$ cat src/rtl/fifo_burst_reader.sv
// Read-side burst controller: pulls words from a registered-count FIFO in bursts
// and hands them downstream through a 4-entry holding buffer with valid/ready.
//
// state | meaning
// IDLE  | waiting for count >= BURST_LEN, or a nonzero count while flush is high
// BURST | issuing rd_en while words are available and the buffer has room
// DRAIN | no new reads; waiting for in-flight reads to land in the buffer
module fifo_burst_reader #(
  parameter int DATA_WIDTH = 8,
  parameter int CNT_WIDTH  = 7,
  parameter int BURST_LEN  = 4
) (
  input  logic                  clk_r,
  input  logic                  rst_n,
  input  logic [CNT_WIDTH-1:0]  fifo_count,
  input  logic [DATA_WIDTH-1:0] fifo_data,
  output logic                  rd_en,
  input  logic                  flush,
  output logic [DATA_WIDTH-1:0] m_data,
  output logic                  m_valid,
  input  logic                  m_ready,
  output logic [15:0]           rd_count,
  output logic                  busy
);

  typedef enum logic [1:0] {IDLE, BURST, DRAIN} state_t;

  localparam logic [CNT_WIDTH-1:0] BURST_THR  = CNT_WIDTH'(BURST_LEN);
  localparam logic [3:0]           BURST_LAST = 4'(BURST_LEN - 1);

  state_t                  state, state_next;
  logic                    rd_q;
  logic [3:0]              burst_cnt;
  logic [DATA_WIDTH-1:0]   buf_mem [4];
  logic [1:0]              wr_ptr, rd_ptr;
  logic [2:0]              occ;
  logic [1:0]              pending;
  logic [3:0]              fill;
  logic                    has_avail, room, issue, start, push, pop;

  // The count lags a read being sampled this cycle, so discount it.
  assign has_avail = fifo_count > CNT_WIDTH'(rd_en);
  assign pending   = {1'b0, rd_en} + {1'b0, rd_q};
  assign fill      = {1'b0, occ} + {2'b00, pending};
  assign room      = fill < 4'd4;
  assign push      = rd_q;
  assign pop       = m_valid && m_ready;
  assign m_valid   = occ != 3'd0;
  assign m_data    = buf_mem[rd_ptr];
  assign busy      = state != IDLE;

  always_comb begin
    state_next = state;
    issue      = 1'b0;
    start      = 1'b0;
    case (state)
      IDLE: begin
        if (fifo_count >= BURST_THR || (flush && fifo_count != '0)) begin
          state_next = BURST;
          start      = 1'b1;
        end
      end
      BURST: begin
        if (has_avail && room) begin
          issue = 1'b1;
          if (burst_cnt == BURST_LAST) state_next = DRAIN;
        end else if (!has_avail) begin
          state_next = DRAIN;
        end
      end
      DRAIN: begin
        if (pending == 2'd0) state_next = IDLE;
      end
      default: state_next = IDLE;
    endcase
  end

  always_ff @(posedge clk_r or negedge rst_n) begin
    if (!rst_n) begin
      state     <= IDLE;
      rd_en     <= 1'b0;
      rd_q      <= 1'b0;
      burst_cnt <= 4'd0;
    end else begin
      state <= state_next;
      rd_en <= issue;
      rd_q  <= rd_en;
      if (start)      burst_cnt <= 4'd0;
      else if (issue) burst_cnt <= burst_cnt + 4'd1;
    end
  end

  always_ff @(posedge clk_r or negedge rst_n) begin
    if (!rst_n) begin
      for (int i = 0; i < 4; i++) buf_mem[i] <= '0;
      wr_ptr   <= 2'd0;
      rd_ptr   <= 2'd0;
      occ      <= 3'd0;
      rd_count <= 16'd0;
    end else begin
      if (push) begin
        buf_mem[wr_ptr] <= fifo_data;
        wr_ptr          <= wr_ptr + 2'd1;
      end
      if (pop) begin
        rd_ptr   <= rd_ptr + 2'd1;
        rd_count <= rd_count + 16'd1;
      end
      case ({push, pop})
        2'b10:   occ <= occ + 3'd1;
        2'b01:   occ <= occ - 3'd1;
        default: occ <= occ;
      endcase
    end
  end

endmodule
$ cat config.mk
export PLATFORM = sky130hd
export DESIGN_NAME = fifo_burst_reader
export DESIGN_NICKNAME = d
export VERILOG_FILES = /design/src/rtl/fifo_burst_reader.sv
export SDC_FILE = /design/constraint.sdc
export NUM_CORES = 1
export LEC_CHECK = 0
export CAP_MARGIN = 5
export CORE_AREA = 2 2 60 104
export DETAILED_ROUTE_END_ITERATION = 6
export DIE_AREA = 0 0 62 106
export PLACE_DENSITY = 0.76
export SLEW_MARGIN = 0
export SYNTH_ARGS = -nofsm -noshare
export SYNTH_HDL_FRONTEND = slang
export SYNTH_SLANG_ARGS = --single-unit
$ cat constraint.sdc
create_clock -name clk_r -period 3 [get_ports clk_r]
set_clock_uncertainty 0.1 [all_clocks]
set_input_delay 0.75 -clock clk_r [delete_from_list [all_inputs] [get_ports clk_r]]
set_output_delay 0.75 -clock clk_r [all_outputs]
set_load 0.005 [all_outputs]
# After elaboration in Yosys (flattened, before gate mapping)
# Cells that the tools add are included.
# totals
regBits	63
output_inout_bits	27
elab_cells	69
# classes
addsub	8
magnitude_cmp	6
eq_ne	9
n_mux	19
bitwise_logic	2
n_reduce_logical	13
# ops
cell	count
32-bit bitwise mux	1
8-bit 2-to-1 mux	3
16-bit by 1-bit adder with 16-bit output (second input constant)	1
8-bit binary-select mux with 2-bit select	1
8-bit demux with 2-bit select	1
2-bit 2-to-1 mux	5
4-bit 2-to-1 mux	2
7-bit by 3-bit >= comparator with 1-bit output (second input constant)	1
7-bit by 1-bit greater-than comparator with 1-bit output	1
7-bit nonzero test	1
3-bit >= comparator (second input constant)	2
3-bit inequality test (second input constant)	2
2-bit inverter with 3-bit output	2
2-bit one-hot mux with 3 select lines	1
3-bit one-hot mux with 2 select lines	1
2-bit nonzero test	3
2-bit by 1-bit adder with 2-bit output (second input constant)	2
3-bit by 2-bit adder with 4-bit output	1
4-bit by 1-bit adder with 4-bit output (second input constant)	1
2-bit by 1-bit equality test with 1-bit output (second input constant)	2
2-bit equality test (second input constant)	2
4-bit by 2-bit equality test with 1-bit output (second input constant)	1
1-bit logical AND	4
2-bit zero test	2
10 further kinds	14

# Depth between registers and ports, before layout
# Gate-level depths: netlist of run 1.
# depth
depth_word	8
depth_mapped	8

# Worst setup path before layout of run 1
# Ideal clock, no wire load.
# synth_timing
path_kind	input to register
startpoint	input m_ready
endpoint	register occ[2]
setup_ns	0.079
arrival_ns	2.003
required_time_ns	2.821
slack_ns	0.818
path_stages	8
cell_sequence	o31a_1 -> buf_2 -> ha_1 -> inv_1 -> fa_1 -> xor2_1 -> nor2_1 -> xor2_1
# synth_via
elab_chain_cells	3
# synth_lines
element	line_no	text
from (decl)	21	input logic m_ready,
1-bit logical AND (*)	47	assign pop = m_valid && m_ready;
2-bit by 1-bit equality test with 1-bit output / 2-bit equality test (equally long branches)	109	case ({push, pop})
3-bit one-hot mux with 2 select lines / 2-bit nonzero test (equally long branches)	n/a	
to (signal assigned)	110	2'b10: occ <= occ + 3'd1;
to (signal assigned)	111	2'b01: occ <= occ - 3'd1;
to (decl)	36	logic [2:0] occ;
# Every way passes the cells marked *; elsewhere a longest branch is shown, timed or not.
# A chain may end at the register's enable or synchronous reset.

# Final worst setup path of run 1
# layout_timing
startpoint	register rd_ptr[0]
endpoint	output m_data[5]
# layout_via
elab_chain_cells	4
# layout_lines
element	line_no	text
from (decl)	35	logic [1:0] wr_ptr, rd_ptr;
from (signal assigned)	106	rd_ptr <= rd_ptr + 2'd1;
2-bit inverter with 3-bit output (not written as such)	49	assign m_data = buf_mem[rd_ptr];
8-bit binary-select mux with 2-bit select	49	
8-bit 2-to-1 mux (not written as such) (2 in a row)	49	
to (decl)	19	output logic [DATA_WIDTH-1:0] m_data,
# Every way passes these cells. The select of a mux whose other input is x is not followed.

==> results of run 1 <==
[power by group through the flow]
| stage | clock network, W | registers (W) | logic (W) |
|---|---|---|---|
| after detailed placement | 0 | 0.00148 | 0.00140 |
| after global placement | 0 | 0.00147 | 0.00137 |
| after CTS | 0.000917 | 0.00147 | 0.00141 |
| final | 0.000902 | 0.00146 | 0.00138 |
| after floorplan | 0 | 0.00138 | 0.000925 |
| after global routing | 0.000960 | 0.00152 | 0.00153 |
[sequential cells by signal, indices dropped and copies added (netlist names)]
name	count
rd_ptr	2
state	2
occ	3
rd_count	16
buf_mem	32
rd_en	1
burst_cnt	4
wr_ptr	2
push	1
[Yosys cell counts (2+ instances only)]
cell type	instances	area (um2)
or4_1	2	15.01
clkbuf_1	2	7.510
ha_1	11	137.6
o21ai_1	2	10.01
o21ai_0	2	10.01
or3_1	2	12.51
mux2_2	33	371.6
and4_1	3	26.28
xnor2_1	16	140.1
xor2_1	5	43.79
nand3_1	7	35.03
buf_2	4	20.02
nand4_1	5	31.28
dfrtp_1	63	1577
and3_1	2	12.51
o31ai_1	2	15.01
nor2_1	5	18.77
mux4_2	8	180.2
a21oi_1	4	20.02
nand2_1	11	41.29
inv_1	9	33.78
[metal layers]
metal	share of wire (%)	wire, um
met1	40	2096
met2	54	2860
met3	3.2	171
met4	2.5	134
met5	0	0
[worst max-delay path: stages, from the launching register on]
cell and delay (ns):
dfrtp_1 0.39, buf_4 0.23, mux4_2 0.53, clkdlybuf4s50_1 0.46
[final cells by class]
type / count / share of cell area (%)
clock inverter: 7 / 3.268
timing repair buffer: 49 / 12.80
inverter: 9 / 0.9097
clock buffer: 9 / 3.336
tap: 78 / 2.628
multi-input combinational: 136 / 34.60
sequential: 63 / 42.45
[metrics by stage]
stage | power [W] | cells | utilization (%) | instance area, um2 | worst slack (ns)
2_1_floorplan | 0.002308 | 215 | - | 2927 | 0.8179
3_3_place_gp | 0.002832 | 335 | 59.94 | 3468 | 0.3090
3_5_place_dp | 0.002887 | 335 | 59.94 | 3468 | 0.2662
4_1_cts | 0.003797 | 351 | 64.17 | 3714 | 0.1726
5_1_grt | 0.004013 | 351 | 64.17 | 3714 | 0.1154
6_report | 0.003749 | 351 | 64.17 | 3714 | 0.2050
[final timing paths]
check	to	slack [ns]	depth (start not counted)
min in group clk_r	rd_count[15]	0.37	1
max in group asynchronous	rd_count[9]	1.85	2
setup / recovery	m_data[5]	0.20	3
hold reg to reg	rd_count[15]	0.37	1
setup reg to reg	burst_cnt[3]	0.66	5
hold / removal	rd_count[14]	0.28	1
[cell families after synthesis]
family,Yosys count
XOR/XNOR,21
multiplexers,42
AND/OR/NAND/NOR,42
AO/OA/AOI/OAI,19
adder cells (fa/ha/maj),12
buffers and inverters,16
flip-flops,63
==> results.md, run 1 <==
- Outcome: completed
- Post-CTS resize count: 0
- Worst flop-to-flop path startpoint: push
- Syn-to-layout area delta: 26.89%
- Measured slew at the worst slew-check pin: 0.5320 ns
- Vias in the first global route: 1888
- Initial antenna violation count: 0
- Chip Height: 106 um
- Share of layout cells above drive strength 1: 24.18%
- Hpwl dp: 3.851 mm
- Crit path from: rd_ptr[0]
- Post-CTS Hold Fix Bufs: 0
- Clock power frac: 24.1%
- Hold slack: 0.2818 ns
- GRT busiest layer: met2
- Pleak: 1.574 nW
- Post-Synth XOR/XNOR Area: 6.285%
- Synth Cell Area: 2927 um2
- Area taken by multi-input logic gates: 1285 um2
- Post-CTS Setup Bufs: 0
- Vias per Instance: 5.325
- Worst IR drop on VDD: 653.4 uV
- HP Class: input port to async pin
- Final hold viol count: 0
- Post-synthesis compound-gate area fraction: 5.259%
- Flip-flop and latch area: 1577 um2
- Grt met1 use: 20.48%
- Sequential Power Share: 39.1%
- Commonest non-fill, non-tap cell in the layout: dfrtp_1
- Antenna viol nets, final: 0
- Register area share after synthesis: 53.87%
- Met3 Usage GRT: 4.745%
- Die W: 62 um
- Drt drc: 0
- Setup TNS: 0 ns
- Ys Warns: 0
- Met2 GRT Util: 31.55%
- GRT Util Overall: 18.62%
- Buffers on Ports: 45
- Pwr dens: 1010 nW/um2
- Skew-Pair Late Insertion Delay: 0.35 ns
- Setup violations, final: 0
- Crit share post-route: 93.17%
- CTS tree: done
- Simple-gate portion of the synthesized area: 7.781%
- Num ports: 46
- Rows: 37
- # diodes: 0
- Main combinational cell family by area after synthesis: multiplexers
- Drt first-iter violations: 39
- Post-synth net total: 246
- Part of the power in combinational logic: 36.9%
- Post-synth top flop: dfrtp_1
- Sw Share: 29.45%
- Critical path class: register to output pin
- Final net count: 299
- Wire length per cell: 15.00 um
- Commonest cells after routing, fill and taps aside: 63 x dfrtp_1, 44 x clkdlybuf4s50_1, 33 x mux2_2
- Internal: 0.002645 W
- Maximum fanout along the worst path: 8
- Final Max Tran Viols: 0
- Root Buffer: clkbuf_8
- Sw power: 0.001104 W
- Distinct cells, synth: 38
- Total Routed Length: 5.264 mm
- Max Root-Sink Buffers: 2
- Fillcell total: 473
- Routability cong.: 0.7463
- Reg clk slew, reported paths: 0.08 ns
- Initial core utilization: 50.57%
- Vias: 1869
- TritonCTS buffer count: 9
- Max cap viols: 0
- Post-route minimum period: 2.795 ns
- RSZ-0062 raised after global routing: no
- Worst setup EP type: output pin
- First-pass GRT wire length: 8.797 mm
- EDFF count, synth: 0
- Critical Path Start Type: register
- # clock sinks: 63
- Pin count of the biggest net entering global routing: 25
- #FFs+latches synth: 63
- Synthesized area per cell: 13.61 um2
- Core Region: 5787 um2
- CP arrival: 1.95 ns
- Worst Path Required: 2.15 ns
- Relative slew slack: 64.54%
- Mux contribution to synthesized area: 19.20%
- Die Area: 6572 um2
- Post-Synth Adder-Cell Area: 5.387%
- Ys async rst share: 100.0%
- Maximum clock frequency: 357.8 MHz
- Grt ovf: 0
- Synthesized instance count: 215
- Detailed Routing Iterations Pass 1: 4
- H-tree depth: 3
No activity file was read; power rests on OpenSTA's default activity.
==> inputs of run 2 (changes only) <==
Settings changed: TNS_END_PERCENT set to 50.
==> results of run 2 <==
No change in the layout: final DEF, timing and power equal those of run 1.
